File: src/rtl/fetch_pkg.sv
// Shared types for the instruction fetch stage: FSM states, bubble encoding and the
// buffered-response record.
package fetch_pkg;

    typedef enum logic [1:0] {
        S_REQ,
        S_WAIT,
        S_DROP
    } fetch_state_e;

    // addi x0,x0,0
    localparam logic [31:0] NOP_ENCODING = 32'h0000_0013;

    typedef struct packed {
        logic [31:0] instr;
        logic [31:0] pc;
    } hold_entry_t;

endpackage

File: src/rtl/fetch_hold_buf.sv
// One-entry buffer between the memory response and the IF/ID register.
// Clear wins over fill; a fill in the same cycle as a drain leaves the buffer full.
module fetch_hold_buf
    import fetch_pkg::*;
(
    input  logic        clk,
    input  logic        rst_n,
    input  logic        i_fill,
    input  logic        i_drain,
    input  logic        i_clear,
    input  hold_entry_t i_entry,
    output hold_entry_t o_entry,
    output logic        o_full
);

    hold_entry_t r_entry;
    logic        r_full;

    always_ff @(posedge clk or negedge rst_n) begin
        if (!rst_n) begin
            r_full  <= 1'b0;
            r_entry <= '0;
        end else if (i_clear) begin
            r_full <= 1'b0;
        end else if (i_fill) begin
            r_full  <= 1'b1;
            r_entry <= i_entry;
        end else if (i_drain) begin
            r_full <= 1'b0;
        end
    end

    assign o_entry = r_entry;
    assign o_full  = r_full;

endmodule

File: src/rtl/fetch_unit.sv
// IF stage and IF/ID register: one outstanding request to a variable-latency instruction
// memory, a one-entry response buffer, and redirect handling that drops wrong-path responses.
module fetch_unit
    import fetch_pkg::*;
#(
    parameter logic [31:0] RESET_PC  = 32'h0000_0000,
    parameter logic [31:0] NOP_INSTR = NOP_ENCODING
) (
    input  logic        clk,
    input  logic        rst_n,
    input  logic        StallF,
    input  logic        StallD,
    input  logic        FlushD,
    input  logic        PCSrcE,
    input  logic [31:0] PCTargetE,
    output logic        imem_req_valid,
    input  logic        imem_req_ready,
    output logic [31:0] imem_req_addr,
    input  logic        imem_rsp_valid,
    input  logic [31:0] imem_rsp_data,
    output logic [31:0] InstrD,
    output logic [31:0] PCD,
    output logic [31:0] PCPlus4D,
    output logic        ValidD,
    output logic        FetchWaitF
);

    fetch_state_e r_state;
    fetch_state_e w_state_next;
    logic [31:0]  r_pcf;
    logic [31:0]  r_req_pc;
    logic [31:0]  r_instr_d;
    logic [31:0]  r_pc_d;
    logic [31:0]  r_pcplus4_d;
    logic         r_valid_d;

    hold_entry_t  w_hold_entry;
    hold_entry_t  w_fill_entry;
    logic         w_hold_full;
    logic         w_hold_fill;
    logic         w_hold_drain;
    logic         w_req_fire;

    // Flush consumes a buffered entry just like a normal IF/ID load does.
    assign w_hold_drain = w_hold_full && (PCSrcE || FlushD || !StallD);
    assign w_hold_fill  = (r_state == S_WAIT) && imem_rsp_valid && !PCSrcE;
    assign w_fill_entry = '{instr: imem_rsp_data, pc: r_req_pc};

    assign imem_req_valid = rst_n && (r_state == S_REQ) && !StallF
                            && (!w_hold_full || w_hold_drain);
    assign imem_req_addr  = r_pcf;
    assign w_req_fire     = imem_req_valid && imem_req_ready;
    assign FetchWaitF     = rst_n && !PCSrcE && !FlushD && !StallD && !w_hold_full;

    fetch_hold_buf u_hold_buf (
        .clk     (clk),
        .rst_n   (rst_n),
        .i_fill  (w_hold_fill),
        .i_drain (w_hold_drain),
        .i_clear (PCSrcE),
        .i_entry (w_fill_entry),
        .o_entry (w_hold_entry),
        .o_full  (w_hold_full)
    );

    always_comb begin
        w_state_next = r_state;
        case (r_state)
            S_REQ: begin
                if (w_req_fire) begin
                    w_state_next = PCSrcE ? S_DROP : S_WAIT;
                end
            end
            S_WAIT: begin
                if (imem_rsp_valid) begin
                    w_state_next = S_REQ;
                end else if (PCSrcE) begin
                    w_state_next = S_DROP;
                end
            end
            S_DROP: begin
                if (imem_rsp_valid) begin
                    w_state_next = S_REQ;
                end
            end
            default: w_state_next = S_REQ;
        endcase
    end

    // PCF only advances once the response for it is in hand.
    always_ff @(posedge clk or negedge rst_n) begin
        if (!rst_n) begin
            r_state  <= S_REQ;
            r_pcf    <= RESET_PC;
            r_req_pc <= RESET_PC;
        end else begin
            r_state <= w_state_next;
            if (PCSrcE) begin
                r_pcf <= PCTargetE;
            end else if (w_hold_fill) begin
                r_pcf <= r_req_pc + 32'd4;
            end
            if (w_req_fire) begin
                r_req_pc <= r_pcf;
            end
        end
    end

    always_ff @(posedge clk or negedge rst_n) begin
        if (!rst_n) begin
            r_instr_d   <= NOP_INSTR;
            r_pc_d      <= 32'd0;
            r_pcplus4_d <= 32'd0;
            r_valid_d   <= 1'b0;
        end else if (PCSrcE || FlushD) begin
            r_instr_d <= NOP_INSTR;
            r_valid_d <= 1'b0;
        end else if (!StallD) begin
            if (w_hold_full) begin
                r_instr_d   <= w_hold_entry.instr;
                r_pc_d      <= w_hold_entry.pc;
                r_pcplus4_d <= w_hold_entry.pc + 32'd4;
                r_valid_d   <= 1'b1;
            end else begin
                r_instr_d <= NOP_INSTR;
                r_valid_d <= 1'b0;
            end
        end
    end

    assign InstrD   = r_instr_d;
    assign PCD      = r_pc_d;
    assign PCPlus4D = r_pcplus4_d;
    assign ValidD   = r_valid_d;

endmodule

File: config.mk
export PLATFORM = sky130hd
export DESIGN_NAME = fetch_unit
export DESIGN_NICKNAME = d
export VERILOG_FILES = /design/src/rtl/fetch_pkg.sv /design/src/rtl/fetch_hold_buf.sv /design/src/rtl/fetch_unit.sv
export SDC_FILE = /design/constraint.sdc
export NUM_CORES = 1
export LEC_CHECK = 0
export CAP_MARGIN = 20
export CORE_ASPECT_RATIO = 1.25
export CORE_MARGIN = 2
export CORE_UTILIZATION = 30
export DETAILED_ROUTE_END_ITERATION = 8
export SLEW_MARGIN = 20
export SYNTH_ARGS = -nofsm -noshare
export SYNTH_HDL_FRONTEND = slang
export SYNTH_SLANG_ARGS = --single-unit
export TNS_END_PERCENT = 100
File: constraint.sdc
create_clock -name clk -period 5.3 [get_ports clk]
set_clock_uncertainty 0.1 [all_clocks]
set_input_delay 1.06 -clock clk [delete_from_list [all_inputs] [get_ports clk]]
set_output_delay 1.06 -clock clk [all_outputs]
set_load 0.02 [all_outputs]
# After elaboration in Yosys (flattened, before gate mapping)
# Cells that the tools add are included.
[totals] input_bits=72 reg_bits=228
[op_classes] n_mux=17 n_eq_ne=6 reduce_logical=25 n_bitwise=3 addsub=2
[ops] cell="$mux W32" count=5
[ops] cell="$add A32 B3 Y32 const B" count=2
[ops] cell="$logic_and A1 B1 Y1" count=11
[ops] cell="$mux W2" count=5
[ops] cell="$mux W1" count=6
[ops] cell="$pmux W2 S3" count=1
[ops] cell="$reduce_and A3 Y1" count=2
[ops] cell="$logic_not A1 Y1" count=5
[ops] cell="$ne A2 B2 Y1 const B" count=2
[ops] cell="$logic_or A1 B1 Y1" count=3
[ops] cell="$ne A3 B3 Y1 const B" count=1
[ops] cell="$not A1 Y1" count=3
[ops] cell="$reduce_bool A3 Y1" count=1
[ops] cell="$eq A2 B1 Y1 const B" count=1
[ops] cell="$eq A2 B2 Y1 const B" count=1
[ops] cell="$logic_not A2 Y1" count=1
[ops] cell="$ne A2 B1 Y1 const B" count=1
[ops] cell="$reduce_and A2 Y1" count=1
[ops] cell="$reduce_bool A2 Y1" count=1

# Logic depth before layout (Yosys ltp)
# Gate-level depths: netlist of run 1.
[depth] word_depth=8 mapped_depth=8 depth_no_buf=6

# Cells and area by module
# From an unflattened synthesis of run 1, not the netlist that was laid out.
[hier_totals] hier_cells=859 hier_area_um2=10132.2
[modules_own_cells] mod="fetch_unit" cells_per_inst=719 n_inst=1 area_per_inst_um2=7390.8 seq_area_each_um2=4032.6
[modules_own_cells] mod="fetch_hold_buf" cells_per_inst=140 n_inst=1 area_per_inst_um2=2741.4 seq_area_each_um2=1626.6

# Least setup slack after synthesis of run 1
# OpenSTA, ideal clock, no wires.
[synth_path] path_kind="input -> output" start="input PCSrcE" end="output imem_req_valid" arrival_ns=1.907 path_slack_ns=2.233 n_path_buf=1 cell_stages=4 required_time_ns=4.140 cell_sequence="clkbuf_1 > nor3b_1 > nand2_1 > and4b_1"
[synth_via] elab_chain_cells=5
[synth_rtl] element="from (decl)" line="fetch_unit.sv:14" source="input logic PCSrcE,"
[synth_rtl] element="$logic_or A1 B1 Y1 (2 in a row)" line="fetch_unit.sv:45" source="assign w_hold_drain = w_hold_full && (PCSrcE || FlushD || !StallD);"
[synth_rtl] element="$logic_and A1 B1 Y1" line="fetch_unit.sv:45"
[synth_rtl] element="$logic_or A1 B1 Y1" line="fetch_unit.sv:50" source="&& (!w_hold_full || w_hold_drain);"
[synth_rtl] element="$logic_and A1 B1 Y1" line="fetch_unit.sv:50"
[synth_rtl] element="to (decl)" line="fetch_unit.sv:16" source="output logic imem_req_valid,"
# No other way between the ends.

# Worst setup path in the final report of run 1
[layout_path] start="input FlushD" end="output FetchWaitF"
[layout_via] elab_chain_cells=4
[layout_rtl] element="from (decl)" line="fetch_unit.sv:13" source="input logic FlushD,"
[layout_rtl] element="$logic_not A1 Y1" line="fetch_unit.sv:53" source="assign FetchWaitF = rst_n && !PCSrcE && !FlushD && !StallD && !w_hold_full;"
[layout_rtl] element="$logic_and A1 B1 Y1 (3 in a row)" line="fetch_unit.sv:53"
[layout_rtl] element="to (decl)" line="fetch_unit.sv:25" source="output logic FetchWaitF"
# No other way between the ends.

==> impl_metrics.json, run 1 <==
{
  "status": "complete, no violations",
  "multi_input_area_um2": 3762,
  "cpMostUsedCell": "clkdlybuf4s50_1",
  "hold_end": "PCD[1]",
  "die_area_um2": 33680,
  "gp_congestion": 0.7988,
  "synth_top_area_frac": 0.5773,
  "core-area_um2": 31790,
  "root_buffer": "clkbuf_16",
  "powerDensity_nw_per_um2": 352.9,
  "ys_types": 50,
  "cts_buffers": 25,
  "drt_pre_antenna_iters": 5,
  "setup_viol": 0,
  "min_period_ps": 3838,
  "timing.rr.end": "imem_req_addr[31]",
  "critPathCaptureType": "output pin",
  "final_common_cell": "nand2_1",
  "worst_hold_slack_ps": 367.5,
  "power_mw": 4.533,
  "synth_warnings": 0,
  "critPathMaxStageDelay_ps": 600,
  "h-tree-depth": 1,
  "postCtsSetupRepairBufs": 0,
  "tns_ps": 0,
  "area_growth_pct": 32.88,
  "grt_pass1_wl_um": 42310,
  "hp-class": "reg2reg",
  "yosys.area.top_type": "dfrtp_1",
  "start_util": 0.3041,
  "cts.clk_slew.worst_paths_ps": 60,
  "cts.path.max_buffers": 3,
  "syn_nets": 1059,
  "cts-resized-gates": 0,
  "worstHoldStart": "u_hold_buf.o_entry[1]",
  "cp_slowest_cell": "clkdlybuf4s50_1",
  "instances_no_fill": 1595,
  "worstSetupPathType": "in2out",
  "rows": 73,
  "syn_avg_cell_area_um2": 9.813,
  "num_antenna_cells": 0,
  "placement.setup.worst_slack_ps": 1491,
  "synthArstFlopShare": 1.000,
  "cp_max_fo": 3,
  "worstMarginPinSlew_ps": 1008,
  "setup_slack_ps": 1462,
  "crit_chain": "clkdlybuf4s50_1 > nor3_1 > and3b_1 > clkdlybuf4s50_1",
  "wirelength_um": 26530,
  "grt_usage": 0.1594,
  "cts-hold-fix-buffers": 0,
  "drive_above_1_share": 0.07692,
  "clk_latency_ps": 520,
  "fmax_ghz": 0.2605,
  "path_delay_family": "buffers and inverters",
  "leakagePower_nw": 5.778,
  "worstPathRequired_ps": 4140,
  "fill_cells": 3133,
  "ios": 203,
  "vias_per_cell": 4.727,
  "dp_cells": 1551,
  "slew_headroom": 0.3253,
  "max-vdd-ir-drop_v": 0.0002243,
  "num_vias": 7539,
  "r2r_slack_ps": 2870,
  "synth-edff-count": 0,
  "cts_tree": "done",
  "cp_data_arrival_time_ps": 2680,
  "synthFlopType": "dfrtp_1",
  "synth_area_um2": 9666,
  "grt_max_degree": 163,
  "fin_nets": 1240,
  "portBuffers": 202,
  "cp.depth": 4,
  "dpl.hpwl_um": 18180,
  "crit_buf_inv": 2,
  "first_iter_violations": 436,
  "whs_path_depth": 2,
  "r2r_cells": 7,
  "synth_area_leaders": "dfrtp_1 58%, nand2_1 14%, mux2_2 3.5%",
  "ys_seq_area_frac": 0.5855,
  "hold_viol_final": 0,
  "grt_pass1_vias": 7572,
  "syn_inst": 985,
  "seqCellArea_um2": 5659,
  "period_share": 0.7242,
  "grt-ovfl-total": 0,
  "final_cell_mix": "354 x nand2_1, 223 x dfrtp_1, 200 x clkdlybuf4s50_1",
  "die_width_um": 164.5,
  "clock-sinks": 226,
  "antenna_found_initial": 0,
  "maxSlewViolCount": 0,
  "rsz0062_at_grt": "no",
  "ys_seq_elements": 226,
  "start_kind": "input pin",
  "drc_errors": 0,
  "antenna_left": 0,
  "rr_startpoint": "r_state[1]",
  "wl_per_cell_um": 16.63,
  "die_h_um": 204.7,
  "cap_violations": 0
}
==> per-stage QoR <==
stage | utilization | area (um^2)
finish | 0.4041 | 12840
CTS | 0.4041 | 12840
floorplan | - | 9666
global route | 0.4041 | 12840
detailed placement | 0.3797 | 12070
global placement | 0.3797 | 12070
==> synth_stat cells (4+ instances only) <==
library cell	n
nor3b_1	8
clkbuf_1	47
a21oi_1	13
nor3_1	9
nand4_1	16
buf_4	5
and3_1	12
xor2_1	17
buf_1	5
inv_1	6
o31ai_1	4
mux2i_1	4
nor2_1	31
nor4_1	6
o21ai_1	22
dfrtp_1	223
nand3_1	22
mux2_2	30
a22o_1	29
o221ai_1	11
xnor2_1	35
nand2_1	355
o21ai_0	33
==> tightest hold or removal path, cell delays in order (launching register included) <==
cell     delay [ps]
dfrtp_1         340
nand2_1          50
nand2_1          50
==> how the worst max path moves through the flow <==
stage | from | endpoint | slack, ps
floorplan | PCSrcE | imem_req_valid | 2230
global placement | FlushD | FetchWaitF | 1510
detailed placement | FlushD | FetchWaitF | 1490
CTS | FlushD | FetchWaitF | 1480
global route | FlushD | FetchWaitF | 1370
finish | FlushD | FetchWaitF | 1460
==> cells by family (layout without fill, tap and decap cells) <==
family / after synthesis / count (layout) / synth area share
compound gates: 123 / 123 / 0.08375
simple gates: 481 / 481 / 0.2115
buf+inv: 64 / 262 / 0.02693
fa+ha+maj: 2 / 2 / 0.002589
mux: 37 / 37 / 0.04259
xor+xnor: 52 / 52 / 0.04712
flops: 226 / 226 / 0.5855
==> per-layer routing <==
metal  GRT usage  share of wire  vias to the layer above
met1      0.2245           0.46                     3661
met5           0              0                        -
met2      0.2519           0.47                      175
met3     0.02349          0.047                       41
li1            -              -                     3662
met4     0.05217          0.025                        0
==> report_power, final <==
| part | switching [mW] | internal [mW] | total (mW) |
|---|---|---|---|
| clock | 0.681 | 0.972 | 1.65 |
| sequential | 0.301 | 1.96 | 2.26 |
| combinational | 0.299 | 0.320 | 0.620 |
| total | 1.28 | 3.25 | 4.53 |
==> final cells by class <==
| type | count | area share |
|---|---|---|
| clock buffers | 37 | 0.05533 |
| repair buffers | 212 | 0.1642 |
| clock inverters | 7 | 0.004968 |
| well taps | 412 | 0.04014 |
| multi-input cells | 695 | 0.2929 |
| inverters | 6 | 0.001754 |
| flip-flops and latches | 226 | 0.4406 |
==> sequential cells by signal, summed over array words and instances (netlist names) <==
signal,count
u_hold_buf.o_entry,64
u_hold_buf.o_full,1
PCPlus4D,30
r_state,2
InstrD,32
PCD,32
imem_req_addr,32
ValidD,1
r_req_pc,32
No activity file was read; power rests on OpenSTA's default activity.
==> run 2: changes to the inputs <==
==> constraint.sdc (replaced) <==
create_clock -name clk -period 3.9 [get_ports clk]
set_clock_uncertainty 0.1 [all_clocks]
set_input_delay 0.78 -clock clk [delete_from_list [all_inputs] [get_ports clk]]
set_output_delay 0.78 -clock clk [all_outputs]
set_load 0.02 [all_outputs]
==> impl_metrics.json, run 2 (synthesis results as in run 1) <==
{
  "status": "complete, no violations",
  "cts-resized-gates": 0,
  "fmax_ghz": 0.3086,
  "cp_slowest_cell": "clkdlybuf4s50_1",
  "cts_buffers": 24,
  "die_width_um": 164.5,
  "grt_pass1_wl_um": 42580,
  "cp_data_arrival_time_ps": 2360,
  "period_share": 0.8308,
  "drt_pre_antenna_iters": 5,
  "ios": 203,
  "first_iter_violations": 462,
  "wirelength_um": 26820,
  "clk_latency_ps": 520,
  "final_util": 0.4097,
  "cp_max_fo": 3,
  "drc_errors": 0,
  "portBuffers": 202,
  "dpl.hpwl_um": 18570,
  "critPathCaptureType": "output pin",
  "die_area_um2": 33680,
  "worstPathRequired_ps": 3020,
  "powerDensity_nw_per_um2": 488.5,
  "gp_congestion": 0.8418,
  "path_delay_family": "buffers and inverters",
  "h-tree-depth": 1,
  "hold_viol_final": 0,
  "start_kind": "input pin",
  "dp_cells": 1559,
  "slew_headroom": 0.3367,
  "leakagePower_nw": 5.861,
  "num_antenna_cells": 0,
  "cts.path.max_buffers": 3,
  "root_buffer": "clkbuf_16",
  "largest_reg_flops": 64,
  "setup_viol": 0,
  "maxSlewViolCount": 0,
  "crit_chain": "clkdlybuf4s50_1 > nor3_1 > and3b_1 > clkdlybuf4s50_1",
  "final_common_cell": "nand2_1",
  "rows": 73,
  "cts_tree": "done",
  "hp-class": "in2async",
  "rsz0062_at_grt": "no",
  "clock-sinks": 226,
  "worstSetupPathType": "in2out",
  "min_period_ps": 3240,
  "antenna_found_initial": 0,
  "max-vdd-ir-drop_v": 0.0002735,
  "tns_ps": 0,
  "die_h_um": 204.7,
  "critPathMaxStageDelay_ps": 600,
  "cts-hold-fix-buffers": 0,
  "worstMarginPinSlew_ps": 994.9,
  "fin_nets": 1247,
  "instances_no_fill": 1603,
  "drive_above_1_share": 0.08648,
  "vias_per_cell": 4.644,
  "cpMostUsedCell": "clkdlybuf4s50_1",
  "worst_hold_slack_ps": 41.56,
  "final_cell_mix": "354 x nand2_1, 223 x dfrtp_1, 200 x clkdlybuf4s50_1",
  "grt_max_degree": 185,
  "crit_buf_inv": 2,
  "grt_pass1_vias": 7514,
  "core-area_um2": 31790,
  "antenna_left": 0,
  "grt-ovfl-total": 0,
  "start_util": 0.3041,
  "power_mw": 6.361,
  "cap_violations": 0,
  "num_vias": 7445,
  "wl_per_cell_um": 16.73,
  "cts.clk_slew.worst_paths_ps": 60,
  "postCtsSetupRepairBufs": 0,
  "grt_usage": 0.1596,
  "area_growth_pct": 34.72
}
run 2: changes by cell type in the layout (fill, tap and decap cells not counted):
| cell | change |
|---|---|
| buf_12 | +3 |
| buf_4 | +5 |
| bufinv_16 | +2 |
| clkbuf_1 | -4 |
| clkbuf_8 | +3 |
| clkinv_2 | -1 |
| clkinv_4 | -1 |
| clkinvlp_4 | +1 |
run 2: final timing paths:
check,start,end,slack [ps],depth (start not counted)
worst max-delay path,FlushD,FetchWaitF,660,4
worst min-delay path,rst_n,imem_req_addr[1],40,1
worst max register to register,r_req_pc[4],imem_req_addr[23],1700,5
worst min register to register,u_hold_buf.o_entry[1],PCD[1],370,2
max in group asynchronous,rst_n,InstrD[8],2320,2
min in group clk,u_hold_buf.o_entry[1],PCD[1],370,2
run 2: final cells by class:
class,instances,area (um^2)
clock buffers,36,737.0
clock inverters,8,117.6
fillers,3148,18760
inverters,6,22.52
multi-input cells,695,3762
flip-flops and latches,226,5659
well taps,412,515.5
repair buffers,220,2207
run 2: layer usage:
| metal | wire length, um | vias up | GRT usage |
|---|---|---|---|
| li1 | - | 3674 | - |
| met3 | 1128 | 41 | 0.02247 |
| met1 | 12490 | 3557 | 0.2231 |
| met5 | 0 | - | 0 |
| met4 | 646 | 0 | 0.04534 |
| met2 | 12560 | 173 | 0.2584 |
run 2: where the power goes:
| group | switching (mW) | leakage (nW) | internal [mW] |
|---|---|---|---|
| clock network | 0.949 | 0.421 | 1.50 |
| registers | 0.402 | 2.98 | 2.66 |
| logic | 0.409 | 2.46 | 0.438 |
| total | 1.76 | 5.86 | 4.60 |
run 2: worst reg2reg max path: cells and delay by family (launching register included):
kind	cells	cell delay, ps
AO/OA/AOI/OAI	2	450
AND/OR/NAND/NOR	3	1160
flip-flops	1	450
run 2: metrics by stage:
step                      worst slack (ps)  area [um^2]
after detailed placement             661.1        12170
final                                659.8        13020
after floorplan                       1304         9666
after global routing                 594.8        13020
after global placement               672.5        12170
after CTS                            662.5        13020
==> run 3: changes to the inputs <==
==> constraint.sdc (replaced) <==
create_clock -name clk -period 3.1 [get_ports clk]
set_clock_uncertainty 0.1 [all_clocks]
set_input_delay 0.62 -clock clk [delete_from_list [all_inputs] [get_ports clk]]
set_output_delay 0.62 -clock clk [all_outputs]
set_load 0.02 [all_outputs]
==> impl_metrics.json, run 3 (synthesis results as in run 1) <==
{
  "postCtsSetupRepairBufs": 0,
  "ios": 203,
  "m1WireLength_um": 12190,
  "area_growth_pct": 34.83,
  "first_iter_violations": 441,
  "met2_wirelength_um": 12750,
  "core-area_um2": 31790,
  "portBuffers": 202,
  "crit_buf_inv": 3,
  "grt-ovfl-total": 0,
  "cap_violations": 0,
  "final_cell_mix": "354 x nand2_1, 223 x dfrtp_1, 200 x clkdlybuf4s50_1",
  "cts_buffers": 25,
  "rr_startpoint": "r_req_pc[4]",
  "slew_headroom": 0.4888,
  "rsz0062_at_grt": "no",
  "timing.rr.end": "imem_req_addr[23]",
  "status": "complete, no violations",
  "dp_cells": 1557,
  "vias_per_cell": 4.692,
  "seqCellArea_um2": 5659,
  "num_antenna_cells": 0,
  "leakagePower_nw": 5.873,
  "wirelength_um": 26700,
  "multi_input_area_um2": 3762,
  "met3_length_um": 1130,
  "rows": 73,
  "setup_viol": 0,
  "h-tree-depth": 1,
  "critPathCaptureType": "output pin",
  "gp_congestion": 0.7917,
  "powerDensity_nw_per_um2": 607.2,
  "worstMarginPinSlew_ps": 759.9,
  "grt_pass1_vias": 7686,
  "placement.setup.worst_slack_ps": 195.7,
  "worstHoldStart": "u_hold_buf.o_entry[43]",
  "critPathMaxStageDelay_ps": 610,
  "r2r_cells": 5,
  "dpl_cell_area_um2": 12180,
  "fmax_ghz": 0.3331,
  "cts_tree": "done",
  "instances_no_fill": 1602,
  "path_delay_family": "buffers and inverters",
  "dpl.hpwl_um": 18590,
  "drt_pre_antenna_iters": 5,
  "tns_ps": 0,
  "grt_pass1_wl_um": 43060,
  "die_area_um2": 33680,
  "max-vdd-ir-drop_v": 0.0003030,
  "clk_latency_ps": 520,
  "worstPathRequired_ps": 2380,
  "fin_nets": 1248,
  "die_h_um": 204.7,
  "largest_reg_flops": 64,
  "power_mw": 7.914,
  "cp_max_fo": 35,
  "cts.clk_slew.worst_paths_ps": 50,
  "start_util": 0.3041,
  "worstSetupPathType": "in2out",
  "final_common_cell": "nand2_1",
  "grt_usage": 0.1617,
  "wl_per_cell_um": 16.67,
  "min_period_ps": 3002,
  "period_share": 0.9683,
  "setup_slack_ps": 98.15,
  "hold_end": "u_hold_buf.o_entry[43]",
  "r2r_slack_ps": 860,
  "dr.max_layer_used": "met4",
  "clock-sinks": 226,
  "whs_path_depth": 2,
  "maxSlewViolCount": 0,
  "drc_errors": 0,
  "drive_above_1_share": 0.08319,
  "die_width_um": 164.5,
  "antenna_found_initial": 0,
  "crit_chain": "dlygate4sd3_1 > buf_12 > and4b_1 > clkdlybuf4s50_1",
  "cts.path.max_buffers": 3,
  "start_kind": "input pin",
  "num_vias": 7517,
  "cp_data_arrival_time_ps": 2280,
  "cp_slowest_cell": "clkdlybuf4s50_1",
  "antenna_left": 0,
  "hp-class": "reg2reg",
  "root_buffer": "clkbuf_16",
  "fill_cells": 3118,
  "hold_viol_final": 0,
  "final_cell_area_um2": 13030,
  "grt_max_degree": 195
}
run 3: power by group:
| part | internal [mW] | switching, mW | leakage (nW) |
|---|---|---|---|
| clock | 1.80 | 1.18 | 0.403 |
| sequential | 3.35 | 0.510 | 2.98 |
| combinational | 0.560 | 0.519 | 2.49 |
| total | 5.71 | 2.21 | 5.87 |
run 3: worst reg2reg max path: cells and delay by family, from the launching register on:
family	cells	cell delay, ps
DFF	1	460
AOI/OAI and AO/OA	2	460
and+or+nand+nor	3	1160
run 3: layer usage:
metal | vias to the layer above | GRT usage
met2 | 167 | 0.2637
met3 | 40 | 0.02045
met5 | - | 0
met4 | 0 | 0.04534
li1 | 3671 | -
met1 | 3639 | 0.2261
run 3: layout make-up:
type | count | share of cell area
multi-input cells | 695 | 0.2887
clock inverters | 9 | 0.009505
clock buffers | 34 | 0.05290
repair buffers | 220 | 0.1734
inverters | 6 | 0.001728
flip-flops and latches | 226 | 0.4342
well taps | 412 | 0.03955
run 3: metrics by stage:
step	hold slack [ps]	util
2_1_floorplan	224.4	-
3_3_place_gp	352.2	0.3831
3_5_place_dp	361.9	0.3831
4_1_cts	378.1	0.4090
5_1_grt	395.3	0.4100
6_report	372.1	0.4100
run 3: what timing repair did:
action                                  CTS  global route
hold endpoints to repair                 32             0
gates resized for setup                   0             1
hold buffers                              1             0
endpoints found under the setup margin    0             1
run 3: worst max-delay path by stage:
stage / startpoint / endpoint / slack, ps / cells after the start
after floorplan: PCSrcE / r_req_pc[10] / 660 / 7
after global placement: StallD / imem_req_valid / 230 / 5
after detailed placement: StallD / imem_req_valid / 200 / 5
after CTS: rst_n / imem_req_valid / 20 / 4
after global routing: rst_n / imem_req_valid / 20 / 4
final: rst_n / imem_req_valid / 100 / 4
